===== src/rtl/period_meter_pkg.sv =====
// Shared types and defaults for the period/high-time meter.
package period_meter_pkg;

    localparam int unsigned CNT_W_DEF       = 16;
    localparam int unsigned SYNC_STAGES_DEF = 2;

    // Saturation value at the default counter width
    localparam logic [CNT_W_DEF-1:0] CNT_MAX = '1;

    typedef enum logic [1:0] {
        ST_IDLE    = 2'd0,
        ST_ARM     = 2'd1,
        ST_MEASURE = 2'd2
    } state_e;

endpackage


===== src/rtl/period_meter_sync_edge_det.sv =====
// Multi-stage synchronizer for an asynchronous input plus a rising-edge pulse
// on the synchronized signal.
module sync_edge_det
    import period_meter_pkg::*;
#(
    parameter int unsigned STAGES = SYNC_STAGES_DEF
) (
    input  logic clk,
    input  logic rst_n,
    input  logic sig_i,
    output logic sig_s_o,
    output logic rise_c
);

    logic [STAGES-1:0] sync_q;
    logic              sig_d_q;

    always_ff @(posedge clk or negedge rst_n) begin
        if (!rst_n) begin
            sync_q  <= '0;
            sig_d_q <= 1'b0;
        end else begin
            sync_q  <= {sync_q[STAGES-2:0], sig_i};
            sig_d_q <= sync_q[STAGES-1];
        end
    end

    assign sig_s_o = sync_q[STAGES-1];
    // Combinational so the FSM acts in the same cycle the edge becomes visible
    assign rise_c  = sync_q[STAGES-1] & ~sig_d_q;

endmodule


===== src/rtl/period_meter.sv =====
// Measures period and high time of an asynchronous signal in clk cycles and
// offers each result through a single-entry valid/ready register.
module period_meter
    import period_meter_pkg::*;
#(
    parameter int unsigned CNT_W       = CNT_W_DEF,
    parameter int unsigned SYNC_STAGES = SYNC_STAGES_DEF
) (
    input  logic             clk,
    input  logic             rst_n,
    input  logic             en,
    input  logic             sig_in,
    output logic             meas_valid,
    input  logic             meas_ready,
    output logic [CNT_W-1:0] period,
    output logic [CNT_W-1:0] high_time,
    output logic             overflow,
    output logic             overrun,
    output logic             busy
);

    // All-ones at this instance's width
    localparam logic [CNT_W-1:0] CNT_LIM = {CNT_W{CNT_MAX[0]}};

    logic sig_s;
    logic rise;

    sync_edge_det #(
        .STAGES (SYNC_STAGES)
    ) u_sync (
        .clk     (clk),
        .rst_n   (rst_n),
        .sig_i   (sig_in),
        .sig_s_o (sig_s),
        .rise_c  (rise)
    );

    state_e           state_q,  state_d;
    logic [CNT_W-1:0] cnt_q,    cnt_d;
    logic [CNT_W-1:0] hi_q,     hi_d;
    logic             valid_q,  valid_d;
    logic [CNT_W-1:0] period_q, period_d;
    logic [CNT_W-1:0] high_q,   high_d;
    logic             ovf_q,    ovf_d;
    logic             ovr_q,    ovr_d;
    logic             busy_q,   busy_d;

    logic             cap;
    logic [CNT_W-1:0] cap_period;
    logic [CNT_W-1:0] cap_high;
    logic             cap_ovf;
    logic [CNT_W-1:0] hi_inc;

    always_comb begin
        state_d    = state_q;
        cnt_d      = cnt_q;
        hi_d       = hi_q;
        valid_d    = valid_q;
        period_d   = period_q;
        high_d     = high_q;
        ovf_d      = ovf_q;
        ovr_d      = ovr_q;
        busy_d     = busy_q;
        cap        = 1'b0;
        cap_period = cnt_q;
        cap_high   = hi_q;
        cap_ovf    = 1'b0;
        hi_inc     = (hi_q == CNT_LIM) ? hi_q : hi_q + CNT_W'(sig_s);

        unique case (state_q)
            ST_IDLE: begin
                cnt_d = '0;
                hi_d  = '0;
                if (en) state_d = ST_ARM;
            end
            ST_ARM: begin
                // First edge only opens the window; it has no predecessor
                if (rise) begin
                    cnt_d   = CNT_W'(1);
                    hi_d    = CNT_W'(1);
                    state_d = ST_MEASURE;
                end
            end
            ST_MEASURE: begin
                if (rise) begin
                    cap   = 1'b1;
                    cnt_d = CNT_W'(1);
                    hi_d  = CNT_W'(1);
                end else if (cnt_q == CNT_LIM) begin
                    cap        = 1'b1;
                    cap_period = CNT_LIM;
                    cap_ovf    = 1'b1;
                    cnt_d      = '0;
                    hi_d       = '0;
                    state_d    = ST_ARM;
                end else begin
                    cnt_d = cnt_q + CNT_W'(1);
                    hi_d  = hi_inc;
                end
            end
            default: state_d = ST_IDLE;
        endcase

        // Result register: load when empty or being drained this cycle
        if (cap) begin
            if (!valid_q || meas_ready) begin
                valid_d  = 1'b1;
                period_d = cap_period;
                high_d   = cap_high;
                ovf_d    = cap_ovf;
            end else begin
                ovr_d = 1'b1;
            end
        end else if (valid_q && meas_ready) begin
            valid_d = 1'b0;
        end

        if (!en) begin
            state_d  = ST_IDLE;
            cnt_d    = '0;
            hi_d     = '0;
            valid_d  = 1'b0;
            period_d = '0;
            high_d   = '0;
            ovf_d    = 1'b0;
            ovr_d    = 1'b0;
        end

        busy_d = (state_d != ST_IDLE);
    end

    always_ff @(posedge clk or negedge rst_n) begin
        if (!rst_n) begin
            state_q  <= ST_IDLE;
            cnt_q    <= '0;
            hi_q     <= '0;
            valid_q  <= 1'b0;
            period_q <= '0;
            high_q   <= '0;
            ovf_q    <= 1'b0;
            ovr_q    <= 1'b0;
            busy_q   <= 1'b0;
        end else begin
            state_q  <= state_d;
            cnt_q    <= cnt_d;
            hi_q     <= hi_d;
            valid_q  <= valid_d;
            period_q <= period_d;
            high_q   <= high_d;
            ovf_q    <= ovf_d;
            ovr_q    <= ovr_d;
            busy_q   <= busy_d;
        end
    end

    assign meas_valid = valid_q;
    assign period     = period_q;
    assign high_time  = high_q;
    assign overflow   = ovf_q;
    assign overrun    = ovr_q;
    assign busy       = busy_q;

endmodule


===== config.mk =====
export PLATFORM = sky130hd
export DESIGN_NAME = period_meter
export DESIGN_NICKNAME = d
export VERILOG_FILES = /design/src/rtl/period_meter_pkg.sv /design/src/rtl/period_meter_sync_edge_det.sv /design/src/rtl/period_meter.sv
export SDC_FILE = /design/constraint.sdc
export NUM_CORES = 1
export LEC_CHECK = 0
export CAP_MARGIN = 15
export CORE_MARGIN = 3
export CORE_UTILIZATION = 56
export DETAILED_ROUTE_END_ITERATION = 6
export PLACE_DENSITY = 0.79
export SYNTH_ARGS = -nofsm -noshare
export SYNTH_HDL_FRONTEND = slang
export SYNTH_HIERARCHICAL = 1
export SYNTH_SLANG_ARGS = --single-unit

===== constraint.sdc =====
create_clock -name clk -period 2.5 [get_ports clk]
set_clock_uncertainty 0.05 [all_clocks]
set_input_delay 0.375 -clock clk [delete_from_list [all_inputs] [get_ports clk]]
set_output_delay 0.375 -clock clk [all_outputs]
set_load 0.05 [all_outputs]

* Word-level counts from Yosys, hierarchy flattened *
Index checks and enable logic that the tools add are counted.

word-level totals
  register bits = 73
  input port bits = 5

cells by class
  $add $sub $neg = 2
  equality and inequality tests = 12
  mux-type cells = 39
  bitwise gates (word level) = 2
  reduce and logical (&&, ||, !) cells = 10

operator list
  operator                                                count
  two-way mux 16 bit                                      17
  case mux 16 bit (3 select lines)                        2
  == test 16 bit (second input constant)                  2
  adder 16 x 1 -> 16 bit                                  1
  adder 16 x 1 -> 16 bit (second input constant)          1
  two-way mux 1 bit                                       15
  two-way mux 2 bit                                       4
  AND reduction 2 bit                                     4
  case mux 2 bit (3 select lines)                         1
  inequality test 5 bit (second input constant)           1
  inequality test 2 x 1 -> 1 bit (second input constant)  2
  inequality test 4 x 1 -> 1 bit (second input constant)  1
  inequality test 3 x 1 -> 1 bit (second input constant)  1
  inequality test 3 x 2 -> 1 bit (second input constant)  1
  inequality test 3 bit (second input constant)           1
  AND reduction 3 bit                                     1
  == test 2 x 1 -> 1 bit (second input constant)          1
  == test 2 bit (second input constant)                   1
  logical NOT 2 bit                                       1
  inequality test 2 bit (second input constant)           1
  nonzero test 2 bit                                      1
  bitwise AND 1 bit                                       1
  logical AND 1 bit                                       1
  logical NOT 1 bit                                       1
  2 further kinds                                         2

* Logic depth before layout (Yosys ltp) *
  word-level depth = 7
  depth in mapped cells = 9
  mapped depth without buffers = 7

* Hierarchy *
Netlist, hierarchy kept.

by module, submodules not included
  module         times used  cells an instance  area each (um^2)  seq. area each (um^2)
  period_meter   1           397                3,632.2           1,751.7
  sync_edge_det  1           4                  88.8              75.1

* Worst setup path after synthesis *
OpenSTA, ideal clock, no wires.

  kind = register to register
  start = register cnt_q[0]
  end = register hi_q[0] (netlist: cap_high[0])
  library setup time = 127 ps
  data arrival time = 2,135 ps
  data required time = 2,323 ps
  path slack = 187 ps
  cell stages (with the launch flop) = 9
  buffers on the path = 2
  period minus slack after synthesis = 2,313 ps
  cells stage by stage = dfrtp_1 ha_1 and4_1 and3_1 clkbuf_4 a2111oi_4 or2_1 buf_6 mux2_1

on the way
  cells in the longest elaborated chain, start to end = 5

ends and longest elaborated chain
  element                           line                 text
  start, declared                   period_meter.sv:39   logic [CNT_W-1:0] cnt_q, cnt_d;
  start signal, assigned            period_meter.sv:145  cnt_q <= cnt_d;
  == test 16 bit *                  period_meter.sv:89   end else if (cnt_q == CNT_LIM) begin
  two-way mux 16 bit                period_meter.sv:89
  two-way mux 16 bit                period_meter.sv:85   if (rise) begin
  case mux 16 bit (3 select lines)  period_meter.sv:70   unique case (state_q)
  two-way mux 16 bit                period_meter.sv:118  if (!en) begin
  end signal, assigned              period_meter.sv:146  hi_q <= hi_d;
  end, declared                     period_meter.sv:40   logic [CNT_W-1:0] hi_q, hi_d;

Mark *: on every way between the ends. The rest lies on a longest branch, timed or not.
A chain may end at the register's enable or synchronous reset.

* Worst setup path after layout *
  start = register cnt_q[0]
  end = register hi_q[12] (netlist: cap_high[12])

Same word-level chain as after synthesis.

==> impl_metrics.ini <==
[status]
status = completed

[clocking]
worstSkewPairLatency_ps = 360
numCtsBuffers = 9
cts.reportedPaths.clkPinSlew_ps = 70
cts_sinks = 73
holdBufCountCts = 0
root_buffer = clkbuf_8
cts_htree_levels = 3
cts_buffer_depth = 2
cts_tree = yes

[setup_path]
required_ps = 2690
worstPathArrival_ps = 2450
r2r-start = cnt_q[0]
worstSetupStartpointType = flip-flop
startpoint = cnt_q[0]
worst_setup_path_end_kind = flip-flop
crit_path_max_fanout = 14
worstSetupPathType = flip-flop to flip-flop

[floorplan]
start_util_pct = 58.27
die_w_um = 87.52
die_h_um = 87.52
ios = 41
die-area_mm2 = 0.007659
core-area_mm2 = 0.006386
row_count = 29

[synth]
synth_edf_count = 0
ys_ff_latch = 73
syn_nets = 413
async_flop_share_pct = 100.0
seq_area_frac_synth_pct = 49.09
syn_area_mm2 = 0.003721
synth-main-ff-cell = dfrtp_1
synth_warnings = 6
avgSynthCellArea_um2 = 9.279
synth_cells = 401
yosysUniqueCellTypes = 48

[sta]
grt_setup_unrepaired = false
worst_pin_slew_ps = 685.5
setup_tns_ps = 0
max_freq_ghz = 0.4427
maxSlewHeadroom_pct = 54.30
slew_violations = 0
final_hold_viol_count = 0
hold_ws_ps = 9.074
setup_viol = 0
period_minus_slack_ps = 2259
period_share_pct = 90.35

[power]
p_per_area_mw_per_mm2 = 510.2
p_leak_nw = 1.903
ir_worst_vdd_mv = 0.3471
total_power_mw = 2.263

[finish]
n_fill_cell = 519
fin_nets = 457
final_common_cell = dfrtp_1
synthToLayoutAreaGrowth_pct = 19.20
layout_common_cells = 73 x dfrtp_1, 49 x nand3_1, 45 x o21ai_0
regArea_mm2 = 0.001827
drive_gt1_share_pct = 11.16
diodes = 0
multi_input_area_mm2 = 0.001712

[placement]
portBuffers = 40
gp_congestion = 0.8970
hpwlAfterDp_um = 6294

[global_routing]
grt_pass1_wl_um = 15840
gr-usage-all-layers_pct = 26.60
grt_start_max_net_pins = 47
antenna_found_initial = 0
grt.overflow.total = 0
grt_pass1_vias = 3232

[min_path]
hold_class = input port to async pin

[route]
drt-initial-drc-count = 248
drtAntennaViolNets = 0
drt-total-wl_um = 9244
remaining_drc_errors = 0
routed_via_density = 6.274
first_pass_iters = 5
vias = 3294
wl_per_cell_um = 17.61

[flow_run]
max_cap_violations = 0
-- routing by layer --
layer / track usage, % / vias to the layer above / part of all wire (%)
li1: - / 1567 / -
met1: 37.12 / 1611 / 46
met2: 41.16 / 103 / 47
met3: 5.298 / 13 / 4.8
met4: 10.18 / 0 / 1.4
met5: 0 / - / 0
-- worst max-delay path, stage by stage, from the launching register on --
cell and delay (ps):
dfrtp_1 470, ha_1 210, and4_1 210, and3_2 320
a2111oi_4 100, or2_1 240, buf_4 190, a221o_1 350
-- cells by family (layout without fill, tap and decap cells) --
group                      count (synthesis)  count (layout)  share of synthesized area, %
buffers and inverters                     40              87                         5.043
and+or+nand+nor                          143             143                         20.58
muxes                                      1               1                        0.3026
xor gates and xnor gates                   1               1                        0.2354
AOI/OAI and AO/OA                        136             136                         22.39
DFF                                       73              73                         49.09
adders and majority gates                  7               7                         2.354
-- final cells by class --
type / count / area share (%)
Tap cell: 77 / 2.172
Sequential cell: 73 / 41.18
Multi-Input combinational cell: 288 / 38.59
Clock buffer: 10 / 3.103
Clock inverter: 4 / 1.016
Inverter: 10 / 0.8463
Timing Repair Buffer: 63 / 13.09
-- Yosys cell counts, types with 3 or more instances --
cell      count  area (µm²)
a211o_1       9       78.83
a211oi_1      3       22.52
a21o_1        5       37.54
a21oi_1      45       225.2
a221o_1       3       30.03
a31oi_1      11       68.82
and3_1       13       81.33
and4_1        4       35.03
buf_2         5       25.02
clkbuf_1     19       71.32
dfrtp_1      73        1827
ha_1          7       87.58
inv_1        10       37.54
nand2_1      19       71.32
nand2b_1      3       18.77
nand3_1      49       245.2
nand4_1       6       37.54
nor2_1       14       52.55
nor3_1       15       75.07
nor3b_1       3       22.52
nor4_1        3       18.77
o21ai_0      45       225.2
or3_1         5       31.28
-- path summary, 6_finish.rpt --
kind / to / slack (ps) / cells past startpoint
worst max-delay path: cap_high[12] / 240 / 7
worst min-delay path: period[8] / 9 / 1
worst max register to register: cap_high[12] / 240 / 7
worst min register to register: u_sync/sync_q[1] / 300 / 0
max in group asynchronous: high_time[9] / 1720 / 2
min in group clk: u_sync/sync_q[1] / 300 / 0
-- flip-flops by register name, indices dropped and copies added (netlist names) --
signal,count
u_sync/sync_q,2
overflow,1
state_q,2
overrun,1
meas_valid,1
busy,1
cnt_q,16
cap_high,16
high_time,16
u_sync/sig_d_q,1
period,16
-- where the power goes --
| group | switching [mW] | internal, mW | total [mW] |
|---|---|---|---|
| sequential | 0.00746 | 1.19 | 1.20 |
| combinational | 0.119 | 0.0511 | 0.170 |
| clock | 0.425 | 0.472 | 0.897 |
| total | 0.551 | 1.71 | 2.26 |
-- what timing repair did --
| action | CTS | global route |
|---|---|---|
| setup buffers | 0 | 0 |
| resized for setup | 0 | 1 |
| endpoints found under the setup margin | 0 | 2 |
-- per-stage QoR --
stage | util (%) | setup WS [ps] | instances | area [µm²]
3_5_place_dp | 66.58 | 126.7 | 511 | 4252
3_3_place_gp | 66.58 | 183.9 | 511 | 4252
5_1_grt | 69.46 | 118.2 | 525 | 4436
4_1_cts | 69.44 | 129.3 | 525 | 4434
2_1_floorplan | - | 187.3 | 401 | 3721
6_report | 69.46 | 241.2 | 525 | 4436
(Power assumes the default switching activity.)
==> edit, RTL diff (config.mk and constraints unchanged) <==
Re-encode `state_e` (3 states) as one-hot, 3 bits wide.
--- a/src/rtl/period_meter_pkg.sv
+++ b/src/rtl/period_meter_pkg.sv
@@ -9,6 +9,6 @@
 
-    typedef enum logic [1:0] {
-        ST_IDLE    = 2'd0,
-        ST_ARM     = 2'd1,
-        ST_MEASURE = 2'd2
+    typedef enum logic [2:0] {
+        ST_IDLE    = 3'b001,
+        ST_ARM     = 3'b010,
+        ST_MEASURE = 3'b100
     } state_e;
Behaviour: same outputs for any inputs over 10 cycles, from zero or initial values and one cycle with rst_n low; not proved beyond that.
==> edit against the unedited design <==
- the flow now finishes with violations (hold timing)
- final area decreased by 1.9%
- critical path type unchanged
- sequential cell count increased by 1
- critical endpoint is now cap_high[7]$_DFFE_PN0P_
- count of clock-buffer cells in the layout grew 1
- synthesized area shrank 1.9%
- total power rose by 6.6%
- wire length down 13%
- worst setup slack got worse by 87 ps
- utilization grew 1.5 points
==> edit: results (changes against the unedited design) <==
stage	metric	value	unit	change
layout	fillers	476		-8.3%
power	pwr-share-comb	0.065		-0.010
synth	synth_cell_types	58		+21%
detailed_routing	routed_wl	8037	um	-13%
power	power_density	554.8	mW/mm2	+8.7%
power	swShare	0.2341		-0.009466
place	place_area	0.004120	mm2	-3.1%
global_routing	use_met2	0.3797		-0.03195
power	ir_worst_vdd	0.0003961	V	+14%
timing	hold_slack	-1.022	ps	-10.10 ps
synth	synth_commonest_cells	dfrtp_1 (73), o21ai_0 (57), nand2_1 (55)		
layout	clk_share	0.05035		+0.009161
place	pre_cts_ws	194.9	ps	+68.19 ps
layout	multi_input_area_share	0.3815		-0.004423
timing	finalHoldViolCount	3		+3
timing	fin_crit_sh	0.9384		+0.03490
power	leakage	1.734	nW	-8.9%
detailed_routing	route.met2.wl	3979	um	-9.4%
global_routing	grt_util_met1	0.2993		-0.07185
cts	clock_sinks	74		+1.4%
cts	clk_latency	340	ps	-20 ps
layout	drive_gt1_frac	0.09840		-0.01321
synth	synth_fa_ha_area_frac	0.01028		-0.01326
layout	nonClockInverterCount	11		+1
synth	synth_xor_xnor_area_share	0.007197		+0.004843
layout	nNetsFinal	440		-3.7%
detailed_routing	vias	3095		-6.0%
detailed_routing	met3_length	334	um	-25%
status	outcome	complete, but fails checks		
status	violations	hold timing		
-- edit: repair_timing --
| item | in CTS | in global routing |
|---|---|---|
| hold endpoints to repair | 0 | 0 |
| gates resized for setup | 0 | 1 |
| buffers inserted | 0 | 0 |
| setup endpoints to repair | 0 | 2 |
-- edit: how the worst max path moves through the flow --
stage	from	end	cells after the start
2_1_floorplan	cnt_q[0]$_DFFE_PN0P_	cap_high[7]$_DFFE_PN0P_	8
3_3_place_gp	state_q[0]$_DFF_PN1_	cap_high[14]$_DFFE_PN0P_	5
3_5_place_dp	state_q[0]$_DFF_PN1_	cap_high[14]$_DFFE_PN0P_	5
4_1_cts	cnt_q[0]$_DFFE_PN0P_	cap_high[4]$_DFFE_PN0P_	7
5_1_grt	cnt_q[0]$_DFFE_PN0P_	cap_high[5]$_DFFE_PN0P_	6
6_report	cnt_q[0]$_DFFE_PN0P_	cap_high[7]$_DFFE_PN0P_	6
